<file path="config.mk">
export PLATFORM = sky130hd
export DESIGN_NAME = step_dec_seq
export DESIGN_NICKNAME = d
export VERILOG_FILES = /design/src/rtl/step_dec_seq.sv
export SDC_FILE = /design/constraint.sdc
export NUM_CORES = 1
export LEC_CHECK = 0
export CAP_MARGIN = 15
export CORE_AREA = 5 5 42 44
export DETAILED_ROUTE_END_ITERATION = 12
export DIE_AREA = 0 0 47 49
export PLACE_DENSITY_LB_ADDON = 0.2
export SYNTH_ARGS = -nofsm -noshare
export SYNTH_HDL_FRONTEND = slang
export SYNTH_SLANG_ARGS = --single-unit
</file>
<file path="constraint.sdc">
create_clock -name Clock -period 2.8 [get_ports Clock]
set_input_delay 0.28 -clock Clock [delete_from_list [all_inputs] [get_ports Clock]]
set_output_delay 0.28 -clock Clock [all_outputs]
set_load 0.005 [all_outputs]
</file>
<file path="src/rtl/step_dec_seq.sv">
// Registered step sequencer (IDLE/RUN) with enable-gated one-hot decode of the step.
// Optional STEP_DEC_SEQ_WRAP_EN: terminal advance wraps to 0 and stays in RUN.
module step_dec_seq #(
  parameter int N    = 3,
  parameter int LAST = (1 << N) - 1
) (
  input  logic              Clock,
  input  logic              Reset,
  input  logic              en_i,
  input  logic              clear_i,
  input  logic              run_i,
  input  logic              advance_i,
  input  logic              load_i,
  input  logic [N-1:0]      w_i,
  output logic [2**N-1:0]   y_o,
  output logic [N-1:0]      step_o,
  output logic              busy_o,
  output logic              done_o
);

  typedef enum logic {IDLE = 1'b0, RUN = 1'b1} state_e;

  localparam logic [N-1:0] LAST_V = N'(LAST);

  state_e         state_q, state_d;
  logic [N-1:0]   step_q, step_d;
  logic           done_q, done_d;
  logic [N-1:0]   wc;

  assign wc = (w_i > LAST_V) ? LAST_V : w_i;

  always_comb begin
    state_d = state_q;
    step_d  = step_q;
    done_d  = 1'b0;
    if (clear_i) begin
      state_d = IDLE;
      step_d  = '0;
    end else begin
      case (state_q)
        IDLE: begin
          if (run_i) begin
            state_d = RUN;
            step_d  = load_i ? wc : '0;
          end else if (load_i) begin
            step_d = wc;
          end
        end
        RUN: begin
          // Load outranks Advance in the same cycle.
          if (load_i) begin
            step_d = wc;
          end else if (advance_i) begin
            if (step_q == LAST_V) begin
              step_d = '0;
              done_d = 1'b1;
`ifdef STEP_DEC_SEQ_WRAP_EN
              state_d = RUN;
`else
              state_d = IDLE;
`endif
            end else begin
              step_d = step_q + 1'b1;
            end
          end
        end
        default: state_d = IDLE;
      endcase
    end
  end

  always_ff @(posedge Clock) begin
    if (Reset) begin
      state_q <= IDLE;
      step_q  <= '0;
      done_q  <= 1'b0;
    end else begin
      state_q <= state_d;
      step_q  <= step_d;
      done_q  <= done_d;
    end
  end

  always_comb begin
    y_o         = '0;
    y_o[step_q] = en_i;
  end

  assign step_o = step_q;
  assign busy_o = (state_q == RUN);
  assign done_o = done_q;

endmodule

</file>
Word-level counts from Yosys, hierarchy flattened
Index checks and enable logic that the tools add are counted.
W data, S select, Z words.
{"block": "classes", "addsub": 1, "magnitude_cmp": 3, "eq_ne": 3, "mux": 16, "bitwise": 3, "n_reduce_logical": 4}
{"operator": "$mux W3", "n": 7}
{"operator": "$and A8 B8 Y8", "n": 1}
{"operator": "$mux W1", "n": 6}
{"operator": "$ne A3 B3 Y1 const B", "n": 2}
{"operator": "$pmux W3 S2", "n": 1}
{"operator": "$reduce_or A5 Y1", "n": 1}
{"operator": "$lt A3 B4 Y1 const B", "n": 1}
{"operator": "$add A3 B1 Y3 const B", "n": 1}
{"operator": "$demux W1 S3", "n": 1}
{"operator": "$eq A3 B3 Y1 const B", "n": 1}
{"operator": "$ge A3 B1 Y1 const B", "n": 1}
{"operator": "$gt A3 B3 Y1 const B", "n": 1}
{"operator": "$not A1 Y1", "n": 2}
{"operator": "$pmux W1 S2", "n": 1}
{"operator": "$reduce_and A2 Y1", "n": 1}
{"operator": "$reduce_or A2 Y1", "n": 1}
{"operator": "$logic_and A1 B1 Y1", "n": 1}
{"block": "word_totals", "reg_bits": 5, "out_inout_bits": 13, "word_cells": 33}

Longest topological paths before layout
Gate-level depths: netlist of the first run.
{"block": "depth", "depth_word": 5, "depth_mapped": 5}

Worst setup path before layout of the first run
Ideal clock, no wire load.
{"block": "synth_timing", "path_kind": "flip-flop to flip-flop", "start": "register step_q[1], in the netlist step_o[1]", "end": "register step_q[0], in the netlist step_o[0]", "setup_ns": 0.104, "t_arrival_ns": 1.148, "t_required_ns": 2.696, "path_slack_ns": 1.549, "path_stages_with_launch": 6, "path_buffers": 0, "period_less_slack_ns": 1.251, "path_cell_list": "dfxtp_1 > ha_1 > ha_1 > o21ai_0 > o21ai_0 > a2111oi_2"}
{"block": "synth_between", "elab_chain_cells": 5}
{"element": "start, declared", "line_no": "26", "source": "logic [N-1:0] step_q, step_d;"}
{"element": "start signal, assigned", "line_no": "79", "source": "step_q <= step_d;"}
{"element": "$eq A3 B3 Y1", "line_no": "54", "source": "if (step_q == LAST_V) begin"}
{"element": "$mux W3", "line_no": "54"}
{"element": "$mux W3", "line_no": "53", "source": "end else if (advance_i) begin"}
{"element": "$mux W3", "line_no": "51", "source": "if (load_i) begin"}
{"element": "$pmux W3 S2", "line_no": "40", "source": "case (state_q)"}
Every way passes these cells. The select of a mux whose other input is x is not followed.
A chain may end at the register's enable or synchronous reset.

Worst setup path in the final report of the first run
{"block": "layout_timing", "start": "input en_i", "end": "output y_o[0]"}
{"block": "layout_between", "elab_chain_cells": 1}
{"element": "start, declared", "line_no": "9", "source": "input logic en_i,"}
{"element": "$and A8 B8 Y8 (no source line)"}
{"element": "end, declared", "line_no": "15", "source": "output logic [2**N-1:0] y_o,"}
Every way passes these cells.

==> run_results.csv, run 1 <==
group,metric,value,unit
power_and_ir_drop,internal-power,158,uW
cts,clk-insertion-delay-late,250,ps
cts,clock_pin_transition_on_the_worst_setup_and_hold_timing_paths,50,ps
sta,final_min_period_over_clock_period,64.8,%
logic_synthesis,yosys_warnings,0,
routing,first_pass_iters,4,
min_path,hold_crit_class,"primary input to flop",
cts,tritoncts,"yes",
min_path,worst_hold_path.endpoint,"step_o[0]",
sta,worst_slew_margin_rel,79.4,%
cells_and_area,layout.nets,80,
routing,drc,0,
die,die_outline_area,2300,um^2
sta,final_hold_violation_count,0,
setup_path,regToRegEndpoint,"step_o[0]",
cells_and_area,final_cell_area,596,um^2
cells_and_area,final_cell_mix,"clkdlybuf4s50_1, nor2_1, dfxtp_1",
grt,grt_util_all_layers,8.58,%
cts,postCtsHoldBufs,0,
placement,port_buffers,22,
cts,post-cts-setup-buffer-count,0,
routing,sum_of_routed_wire_length_over_all_layers,915,um
run,cap_viol_max_count,0,
cts,clock_tree.root_cell,"clkbuf_4",
setup_path,setup.worst_path.class,"primary input to primary output",
cells_and_area,final_layout_size_suffix_gt1_share,7.46,%
power_and_ir_drop,power_frac_seq,37.5,%
setup_path,timing.critical_path.arrival,1540,ps
min_path,min_from,"w_i[0]",
power_and_ir_drop,peakVddDrop,0.000201,V
setup_path,crit_chain,"clkdlybuf4s50_1 -> nand2b_1 -> nor3_1 -> clkdlybuf4s50_1",
status,outcome,"complete, no violations",
die,core,1400,um^2
sta,setup_viol,0,
sta,drv_slew,0,
logic_synthesis,postSynthCellCount,41,
grt,initial_antenna_violation_count,0,
setup_path,cp_common_cell,"clkdlybuf4s50_1",
sta,fin_setup_tns,0,ps
logic_synthesis,avgSynthCellArea,8.03,um^2
placement,hpwlAfterDp,728,um
sta,clock_skew,5.81,ps
cells_and_area,seq_area,100,um^2
cts,clock_sink_count,5,
setup_path,slowest_delay,520,ps
setup_path,reg2reg_from,"step_o[1]",
logic_synthesis,seq_area_frac_synth,30.4,%
sta,rsz0062_at_grt,"false",
routing,drt_iter0_markers,12,
cts,cts_buffers,3,
die,die-height,49,um
cells_and_area,multiInputGateArea,221,um^2
cts,cts_htree_levels,1,
grt,grt_first_pass_wirelength,1450,um
power_and_ir_drop,sw_frac_of_total,25.6,%
die,initial_core_util,23.5,%
die,placement_rows,14,
cells_and_area,antenna_cells_inserted,0,
routing,wl_per_cell,11.0,um
die,floorplan.io_pins,23,
sta,final.min_clock_period,1820,ps
grt,grt_overflow,0,
cts,maximum_clock_path_buffer_count,2,
power_and_ir_drop,leakagePower,0.220,nW
setup_path,crit_path_start_kind,"primary input",
cells_and_area,layout_commonest_cell,"clkdlybuf4s50_1",
setup_path,reg2reg_setup_slack,1410,ps
power_and_ir_drop,share_comb_of_total_power,22.1,%
cells_and_area,fillers,152,
placement,place_area,569,um^2
setup_path,critical_path_peak_fanout,4,
routing,via_per_inst,4.87,
power_and_ir_drop,power.share.clock,40.4,%
grt,grt_max_degree,9,
power_and_ir_drop,p_per_area,356,nW/um^2
sta,fmaxAchievable,551,MHz
grt,first_global_vias,365,
setup_path,reg2regPathDepth,5,
logic_synthesis,syn_area,329,um^2
cells_and_area,area_growth,81.0,%
logic_synthesis,synth_cell_types,20,
setup_path,setup.worst_path.end_class,"primary output",
routing,num_vias,404,
setup_path,worst_ep_required_time,2520,ps
setup_path,critPathSlowestCell,"clkdlybuf4s50_1",
logic_synthesis,synth_fp_nets,53,
routing,postRouteAntennaNets,0,
min_path,min_delay_path_depth,3,
power_and_ir_drop,net-switching-power,54.2,uW
placement,gp_congestion,0.759,
cts,cts-resized-gates,0,
sta,tightest_slew,308,ps
logic_synthesis,synth-seq-cells,5,
die,floorplan.die.width,47,um
[cell type report]
| type | instances | share of cell area, % |
|---|---|---|
| multi-input combinational | 34 | 37.2 |
| timing repair buffer | 22 | 37.0 |
| sequential | 5 | 16.8 |
| clock buffer | 4 | 4.41 |
| tap | 16 | 3.36 |
| inverter | 2 | 1.26 |
[logic make-up (layout without fill, tap and decap cells)]
family          count (synthesis)  count (layout)  share of synthesized area (%)
buf+inv                         2              28                           2.28
flops                           5               5                           30.4
simple gates                   19              19                           29.3
compound gates                 12              12                           25.9
mux                             1               1                           4.56
fa+ha+maj                       2               2                           7.60
[power groups by stage]
stage	clock network [mW]	registers [mW]	logic [mW]
4_1_cts	0.0877	0.0795	0.0473
3_5_place_dp	0	0.0808	0.0472
2_1_floorplan	0	0.0799	0.0180
6_report	0.0857	0.0795	0.0469
3_3_place_gp	0	0.0808	0.0470
5_1_grt	0.0933	0.0802	0.0515
[through the flow]
step	std cells	power (mW)	hold slack, ps	utilization [%]	worst slack, ps
2_1_floorplan	41	0.0980	377	-	1550
3_3_place_gp	79	0.128	584	40.6	985
3_5_place_dp	79	0.128	595	40.6	977
4_1_cts	83	0.214	595	42.5	972
5_1_grt	83	0.225	623	42.5	843
6_report	83	0.212	594	42.5	985
[metal layers]
layer  global-route usage [%]  routed length [um]  vias up  part of all wire, %
li1                         -                   -      204                    -
met3                     2.95                 110        4                   12
met2                     11.8                 378       25                   41
met5                        0                   0        -                    0
met1                     10.3                 405      171                   44
met4                     6.91                  21        0                  2.3
[Yosys cell counts]
| master | count | share of area [%] |
|---|---|---|
| mux2_4 | 1 | 4.6 |
| or2_1 | 1 | 1.9 |
| a22oi_1 | 1 | 2.3 |
| inv_1 | 2 | 2.3 |
| nor3_1 | 3 | 4.6 |
| and4_1 | 1 | 2.7 |
| a21oi_1 | 2 | 3.0 |
| nand2b_1 | 3 | 5.7 |
| o31ai_1 | 2 | 4.6 |
| a2111oi_2 | 1 | 4.6 |
| ha_1 | 2 | 7.6 |
| a32oi_1 | 1 | 2.7 |
| nand2_1 | 2 | 2.3 |
| nor3b_1 | 1 | 2.3 |
| nor2b_1 | 1 | 1.9 |
| a31oi_1 | 1 | 1.9 |
| o21bai_1 | 1 | 2.3 |
| o21ai_0 | 3 | 4.6 |
| dfxtp_1 | 5 | 30 |
| nor2_1 | 7 | 8.0 |
[worst max path at each step]
stage           endpoint  slack [ps]  cells after the start       from
3_3_place_gp      y_o[0]         990                      4       en_i
6_report          y_o[0]         980                      4       en_i
3_5_place_dp      y_o[0]         980                      4       en_i
4_1_cts           y_o[0]         970                      4       en_i
5_1_grt           y_o[1]         840                      4       en_i
2_1_floorplan  step_o[0]        1550                      5  step_o[1]
[flip-flops by register name, summed over array words and instances (netlist names)]
register	count
step_o	3
busy_o	1
done_o	1
[critical path, delay by kind of cell]
kind / cells / cell delay, ps
buf+inv: 2 / 990
simple gates: 2 / 250
Note: power is estimated with default switching activity, not from simulation.
==> run 2, diff against run 1 <==
- clock period: 2.8 -> 1.5 ns (I/O delays scaled with it)
==> run_results.csv, run 2 (synthesis results as in run 1) <==
group,metric,value,unit
cts,clk-insertion-delay-late,250,ps
die,placement_rows,14,
setup_path,crit_path_start,"step_o[0]",
die,floorplan.die.width,47,um
setup_path,reg2reg_from,"step_o[0]",
setup_path,reg2reg_setup_slack,150,ps
cts,tritoncts,"yes",
die,core,1400,um^2
cts,clock_sink_count,5,
sta,tightest_slew,307,ps
cells_and_area,flip_flop_count_of_the_largest_register_after_layout,3,
run,cap_viol_max_count,0,
sta,fin_setup_tns,0,ps
grt,grt_util_all_layers,9.01,%
cts,post-cts-setup-buffer-count,0,
sta,final_min_period_over_clock_period,90.2,%
setup_path,crit_chain,"ha_1 -> ha_1 -> o21ai_0 -> o21ai_0 -> a2111oi_2",
die,initial_core_util,23.5,%
cells_and_area,final_cell_area,617,um^2
placement,place_area,577,um^2
routing,wl_per_cell,11.9,um
placement,hpwlAfterDp,743,um
cells_and_area,area_growth,87.5,%
setup_path,setup.worst_path.end_class,"flop",
setup_path,slowest_delay,360,ps
power_and_ir_drop,peakVddDrop,0.000319,V
routing,num_vias,405,
routing,postRouteAntennaNets,0,
cells_and_area,final_cell_mix,"clkdlybuf4s50_1, dlygate4sd2_1, nor2_1",
min_path,hold_crit_class,"primary input to flop",
placement,pre_cts_ws,-64.8,ps
cts,clock_pin_transition_on_the_worst_setup_and_hold_timing_paths,50,ps
setup_path,critical_path_peak_fanout,6,
cts,clock_tree.root_cell,"clkbuf_4",
min_path,min_from,"w_i[0]",
routing,via_per_inst,4.82,
cells_and_area,layout.nets,81,
setup_path,crit_path_start_kind,"flop",
grt,grt_max_degree,9,
grt,grt_overflow,0,
setup_path,regToRegEndpoint,"step_o[0]",
sta,final.min_clock_period,1350,ps
cells_and_area,antenna_cells_inserted,0,
setup_path,setup.worst_path.class,"flop to flop",
routing,first_pass_iters,3,
cells_and_area,final_cell_count_no_fill,84,
setup_path,timing.critical_path.arrival,1500,ps
die,floorplan.io_pins,23,
sta,final_critical_path_setup_slack,146,ps
grt,grt_first_pass_wirelength,1490,um
cells_and_area,final_layout_size_suffix_gt1_share,16.2,%
sta,clock_skew,10.5,ps
routing,sum_of_routed_wire_length_over_all_layers,996,um
routing,drt_iter0_markers,3,
die,die-height,49,um
placement,gp_congestion,0.815,
sta,worst_slew_margin_rel,79.5,%
sta,rsz0062_at_grt,"false",
power_and_ir_drop,p_per_area,648,nW/um^2
setup_path,critPathSlowestCell,"dfxtp_4",
setup_path,worst_ep_required_time,1640,ps
setup_path,reg2regPathDepth,5,
routing,drc,0,
power_and_ir_drop,leakagePower,0.281,nW
sta,fmaxAchievable,739,MHz
cts,maximum_clock_path_buffer_count,2,
cts,cts_buffers,3,
cts,cts_htree_levels,1,
grt,first_global_vias,361,
cells_and_area,layout_commonest_cell,"clkdlybuf4s50_1",
sta,drv_slew,0,
status,outcome,"complete, no violations",
grt,initial_antenna_violation_count,0,
placement,dp.cells,80,
placement,port_buffers,22,
setup_path,endpoint,"step_o[0]",
die,die_outline_area,2300,um^2
sta,setup_viol,0,
sta,final_hold_violation_count,0,
## run 2: power by group
part           switching (mW)  internal, mW  total (mW)
logic                  0.0342        0.0545      0.0887
registers             0.00979         0.137       0.146
clock network          0.0633         0.101       0.164
total                   0.107         0.292       0.399
## run 2: layout make-up
type | count | area (um^2)
Clock buffer | 4 | 26.3
Tap cell | 16 | 20.0
Inverter | 2 | 7.51
Multi-Input combinational cell | 34 | 231
Fill cell | 153 | 785
Timing Repair Buffer | 23 | 220
Sequential cell | 5 | 111
## run 2: worst min-delay path by stage
stage                      to  slack, ps  cells past startpoint
finish              step_o[0]        460                      3
global route        step_o[0]        480                      3
detailed placement     busy_o        590                      2
floorplan           step_o[0]        250                      1
CTS                 step_o[0]        460                      3
global placement       busy_o        590                      2
## run 2: worst max-delay path, delay by kind of cell (launching register included)
kind | cells | cell delay, ps
DFF | 1 | 360
adders and majority gates | 2 | 420
AOI/OAI and AO/OA | 3 | 470
## run 2: through the flow
stage               util (%)  hold slack [ps]  power, mW
floorplan                  -              247      0.183
global placement        41.2              585      0.241
detailed placement      41.2              586      0.240
CTS                     43.7              457      0.408
global route            44.0              478      0.423
finish                  44.0              458      0.399
## run 2: timing repair
item                                    4_1_cts  5_1_grt
hold buffers                                  0        0
endpoints found under the setup margin        8        1
gates resized for setup                      15        2
hold endpoints to repair                      0        0
## run 2: per-layer routing
metal  wire [um]  global-route usage (%)
met5           0                       0
met4          15                    5.53
met3          99                    3.32
met2         445                    13.6
met1         435                    10.3
